File: src/rtl/tt_um_s_grundner_pkg.sv
// Shared constants for the double-buffered PWM generator: widths and the
// bit positions used on the uio_in configuration and uo_out status buses.
package tt_um_s_grundner_pkg;

  localparam int CNT_W   = 8;
  localparam int PRESC_W = 7;

  localparam int LOAD  = 0;
  localparam int P_LSB = 1;
  localparam int P_MSB = 3;
  localparam int INV   = 4;

  localparam int PWM     = 0;
  localparam int PERIOD  = 1;
  localparam int PENDING = 2;

  // Mask of the low p prescaler bits that must all be ones for a tick.
  function automatic logic [PRESC_W-1:0] presc_mask(input logic [2:0] p);
    presc_mask = PRESC_W'((1 << p) - 1);
  endfunction

endpackage

File: src/rtl/tt_um_s_grundner_prescaler.sv
// Free-running 7-bit prescaler; tick fires whenever the low P bits are all
// ones, so P selects a divide-by-2^P tick rate.
module pwm_prescaler
  import tt_um_s_grundner_pkg::*;
(
  input  logic       clk,
  input  logic       rst_n,
  input  logic       ena,
  input  logic [2:0] p,
  output logic       tick
);

  logic [PRESC_W-1:0] presc_p0;
  logic [PRESC_W-1:0] mask;

  always_ff @(posedge clk or negedge rst_n) begin
    if (!rst_n) begin
      presc_p0 <= '0;
    end else if (ena) begin
      presc_p0 <= presc_p0 + PRESC_W'(1);
    end
  end

  assign mask = presc_mask(p);
  assign tick = ((presc_p0 & mask) == mask);

endmodule

File: src/rtl/tt_um_s_grundner.sv
// PWM generator with a shadowed duty register: new duty values are held
// pending and only take effect at the period boundary (cnt wraps on a tick).
module tt_um_s_grundner
  import tt_um_s_grundner_pkg::*;
#(
  parameter int CNT_W = tt_um_s_grundner_pkg::CNT_W
)
(
  input  logic [7:0] ui_in,
  output logic [7:0] uo_out,
  input  logic [7:0] uio_in,
  output logic [7:0] uio_out,
  output logic [7:0] uio_oe,
  input  logic       ena,
  input  logic       clk,
  input  logic       rst_n
);

  logic             tick;
  logic [2:0]       presc_sel;
  logic             step;
  logic             boundary;
  logic             load_edge;
  logic [CNT_W-1:0] cnt_p0;
  logic [CNT_W-1:0] duty_q;
  logic [CNT_W-1:0] duty_pend;
  logic             pending;
  logic             load_prev;
  logic             pwm_p1;
  logic             period_p1;
  logic [4:0]       cnt_hi_p1;
  logic             unused_cfg;

  assign presc_sel = uio_in[P_MSB:P_LSB];

  pwm_prescaler u_prescaler (
    .clk   (clk),
    .rst_n (rst_n),
    .ena   (ena),
    .p     (presc_sel),
    .tick  (tick)
  );

  assign step      = ena & tick;
  assign boundary  = step & (cnt_p0 == '1);
  assign load_edge = ena & uio_in[LOAD] & ~load_prev;

  // Stage p0: period counter and LOAD edge history
  always_ff @(posedge clk or negedge rst_n) begin
    if (!rst_n) begin
      cnt_p0    <= '0;
      load_prev <= 1'b0;
    end else if (ena) begin
      load_prev <= uio_in[LOAD];
      if (step) begin
        cnt_p0 <= cnt_p0 + CNT_W'(1);
      end
    end
  end

  // A load landing on the boundary bypasses the shadow register entirely.
  always_ff @(posedge clk or negedge rst_n) begin
    if (!rst_n) begin
      duty_q    <= '0;
      duty_pend <= '0;
      pending   <= 1'b0;
    end else if (boundary && load_edge) begin
      duty_q  <= CNT_W'(ui_in);
      pending <= 1'b0;
    end else if (boundary && pending) begin
      duty_q  <= duty_pend;
      pending <= 1'b0;
    end else if (load_edge) begin
      duty_pend <= CNT_W'(ui_in);
      pending   <= 1'b1;
    end
  end

  // Stage p1: registered outputs, one clock behind the counter
  always_ff @(posedge clk or negedge rst_n) begin
    if (!rst_n) begin
      pwm_p1    <= 1'b0;
      period_p1 <= 1'b0;
      cnt_hi_p1 <= '0;
    end else if (ena) begin
      pwm_p1    <= (cnt_p0 < duty_q) ^ uio_in[INV];
      period_p1 <= boundary;
      cnt_hi_p1 <= cnt_p0[CNT_W-1 -: 5];
    end
  end

  always_comb begin
    uo_out          = '0;
    uo_out[PWM]     = pwm_p1;
    uo_out[PERIOD]  = period_p1;
    uo_out[PENDING] = pending;
    uo_out[7:3]     = cnt_hi_p1;
  end

  assign uio_out    = '0;
  assign uio_oe     = '0;
  assign unused_cfg = &{1'b0, uio_in[7:5]};

endmodule

File: config.mk
export PLATFORM = sky130hd
export DESIGN_NAME = tt_um_s_grundner
export DESIGN_NICKNAME = d
export VERILOG_FILES = /design/src/rtl/tt_um_s_grundner_pkg.sv /design/src/rtl/tt_um_s_grundner_prescaler.sv /design/src/rtl/tt_um_s_grundner.sv
export SDC_FILE = /design/constraint.sdc
export NUM_CORES = 1
export LEC_CHECK = 0
export CAP_MARGIN = 20
export CORE_MARGIN = 5
export CORE_UTILIZATION = 50
export DETAILED_ROUTE_END_ITERATION = 7
export GPL_ROUTABILITY_DRIVEN = 1
export GPL_TIMING_DRIVEN = 0
export PLACE_DENSITY = 0.79
export SLEW_MARGIN = 20
export SYNTH_ARGS = -nofsm -noshare
export SYNTH_HDL_FRONTEND = slang
export SYNTH_SLANG_ARGS = --single-unit
File: constraint.sdc
create_clock -name clk -period 2.2 [get_ports clk]
set_input_delay 0.22 -clock clk [delete_from_list [all_inputs] [get_ports clk]]
set_output_delay 0.22 -clock clk [all_outputs]
set_load 0.01 [all_outputs]
==> results.ini <==
[yosys]
async_reset_ff_frac = 1.00
yosys-mux-area-fraction = 0.0830
synth-simple-area-share = 0.107
yosysSeqAreaShare = 0.492
synth-compound-area-share = 0.104
synthDistinctLibCells = 32
synthXorXnorAreaFrac = 0.0602
synth-main-ff-cell = dfrtp_1
postSynthAreaPerCell_um2 = 11.4
synth.ff_latch_count = 40
synth_warnings = 0
synthCells = 179
syn_area_mm2 = 0.00204
synth-adder-area-share = 0.0553
synth_top_family_by_area = simple AND/OR/NAND/NOR gates
synth_edf_count = 0

[setup_path]
required_ns = 2.41
crit_path_top_delay_cell = a2111o_1
path_class = flop to flop
crit_path_start_kind = flop
crit_path_max_incr_delay_ns = 0.44
arrival_ns = 2.21
reg2regPathDepth = 5
path_cells = and3b_1 -> a2111o_1 -> nor4_4 -> a21boi_4 -> a2bb2oi_1
end_kind = flop
crit_fanout = 8

[layout]
drive_gt1_frac = 0.208
utilization = 0.629
syn_to_final_growth_pct = 22.7
antenna_cells = 0
nNetsFinal = 253
fin_area_mm2 = 0.00250
fill_cells = 345

[cts]
root_buffer = clkbuf_8
clk_pin_slew_worst_paths_ns = 0.07
ctsHtreeMaxLevel = 2
postCtsSetupBuffers = 0
hold_buffers = 1
cts_tree = done
cts_sinks = 40
numCtsBuffers = 5
clk_path_buf_depth = 2
clock_latency_ns = 0.29
cts_resized = 0

[floorplanning]
chipHeight_um = 73.8
die-width_um = 73.8
rows = 23
io_pins = 43
dieArea_mm2 = 0.00545
initial_core_util = 0.513
coreArea_mm2 = 0.00397

[detailed_routing]
first_iter_violations = 52
drtAntennaViolNets = 0
drc_errors = 0
wl_per_cell_um = 13.2
top_layer_used = met4
routed_wl_um = 3640
routed-via-count = 1401
routed-wl-met2_um = 1750
met1_length_um = 1600
dr.pass1.iters = 4
vias_per_cell = 5.08
met3_length_um = 223

[placement]
gp_routability_congestion = 0.758
port-buffer-count = 22
dp_hpwl_um = 2770
place_worst_setup_slack_ns = -0.0813
placed_area_mm2 = 0.00240

[timing]
fin_ws_ns = 0.204
fin_crit_sh = 0.907
setup_viol = 0
max_freq_mhz = 501
grt_setup_unrepaired = false
tightestPinTransition_ns = 0.518
setup_tns_ns = 0
hold_viol_final = 0
layout_min_cycle_time_ns = 2.00
slew_headroom = 0.653
drv_slew = 0
fin_skew_ns = 0.00229

[global_route]
grt_pass1_wl_um = 6030
grt_pass1_vias = 1399
grt_max_degree = 25
antenna_found_initial = 0
overflow = 0
grt.total_usage = 0.146

[pwr]
p_per_area_mw_per_mm2 = 812
ir_drop_uv = 419
p_leak_uw = 0.00118

[run_status]
status = finished clean

[min_path]
holdCritPathClass = input pin to flop
hold_path_depth = 3

[run]
maxCapViolCount = 0

sequential cells by signal (all words and copies together), names as in the netlist:
register and flops:
pending 1, load_prev 1, duty_q 8, pwm_p1 1, duty_pend 8, u_prescaler.presc_p0 7
cnt_hi_p1 5, period_p1 1, cnt_p0 8
synth_stat cells, types with 2 or more instances:
master / number / area, um^2
dfrtp_1: 40 / 1000
buf_4: 19 / 143
mux2_2: 15 / 169
inv_1: 10 / 37.5
ha_1: 9 / 113
nand2_1: 9 / 33.8
xnor2_1: 9 / 78.8
a2bb2oi_1: 8 / 70.1
o22ai_1: 8 / 50.1
a21oi_1: 7 / 35.0
nand4_1: 7 / 43.8
nor2_1: 6 / 22.5
xor2_1: 5 / 43.8
o21ai_0: 4 / 20.0
clkbuf_1: 3 / 11.3
and4_1: 2 / 17.5
nand2b_1: 2 / 12.5
nand3_1: 2 / 10.0
layout by cell type (no fill, tap or decap), drive strengths merged:
cell type | synthesis | routed
xor2 | 5 | 5
dlygate4sd3 | 0 | 1
ha | 9 | 9
clkdlybuf4s50 | 0 | 21
nor3b | 1 | 1
nand2 | 9 | 9
nand2b | 2 | 2
a2111o | 1 | 1
conb | 1 | 16
nor2b | 1 | 1
nor4 | 1 | 1
a21oi | 7 | 7
a21boi | 1 | 1
nand3 | 2 | 2
a21o | 1 | 1
and4 | 2 | 2
and3b | 1 | 1
xnor2 | 9 | 9
dfrtp | 40 | 40
nand4 | 7 | 7
inv | 10 | 10
buf | 20 | 22
o21ai | 4 | 4
nor3 | 2 | 2
nor2 | 7 | 7
and3 | 1 | 1
and2 | 1 | 1
mux2 | 15 | 15
clkbuf | 3 | 11
a2bb2oi | 8 | 8
o22ai | 8 | 8
path summary, 6_finish.rpt:
check / start / endpoint / slack [ns]
setup reg to reg: u_prescaler.presc_p0[2] / duty_q[6] / 0.20
hold / removal: ena / u_prescaler.presc_p0[3] / 0.41
setup / recovery: u_prescaler.presc_p0[2] / duty_q[6] / 0.20
max in group asynchronous: rst_n / duty_q[1] / 1.32
hold reg to reg: u_prescaler.presc_p0[6] / u_prescaler.presc_p0[6] / 0.47
min in group asynchronous: rst_n / u_prescaler.presc_p0[5] / 0.43
per-stage QoR:
| step | power (uW) | cells | hold slack (ns) |
|---|---|---|---|
| floorplan | 1380 | 194 | -0.0756 |
| detailed placement | 1550 | 267 | 0.180 |
| finish | 2030 | 276 | 0.405 |
| CTS | 2050 | 276 | 0.395 |
| global placement | 1520 | 266 | 0.452 |
| global route | 2160 | 276 | 0.413 |
power by group:
part           switching (uW)  internal, uW  total, uW
registers                 155           881       1040
clock network             238           256        494
logic                     217           281        498
final cells by class:
type | instances | area, um^2 | share of cell area
sequential | 40 | 1000 | 0.401
multi-input combinational | 121 | 895 | 0.358
inverter | 10 | 37.5 | 0.0150
timing repair buffer | 24 | 253 | 0.101
buffer | 23 | 159 | 0.0636
clock buffer | 8 | 90.1 | 0.0361
tap | 50 | 62.6 | 0.0251
metal layers:
layer | GRT usage | up-vias
met5 | 0 | -
met3 | 0.0369 | 5
met1 | 0.177 | 675
met2 | 0.241 | 36
met4 | 0.0664 | 0
li1 | - | 685
cell families after synthesis:
logic type,Yosys count
other,1
AND/OR/NAND/NOR,37
buffers and inverters,33
AO/OA/AOI/OAI,30
adder cells (fa/ha/maj),9
multiplexers,15
XOR/XNOR,14
flip-flops,40
worst max-delay path: cells and delay by family, from the launching register on:
| kind | cells | cell delay [ns] |
|---|---|---|
| AOI/OAI and AO/OA | 3 | 0.99 |
| DFF | 1 | 0.42 |
| and+or+nand+nor | 2 | 0.51 |
(Power assumes the default switching activity.)
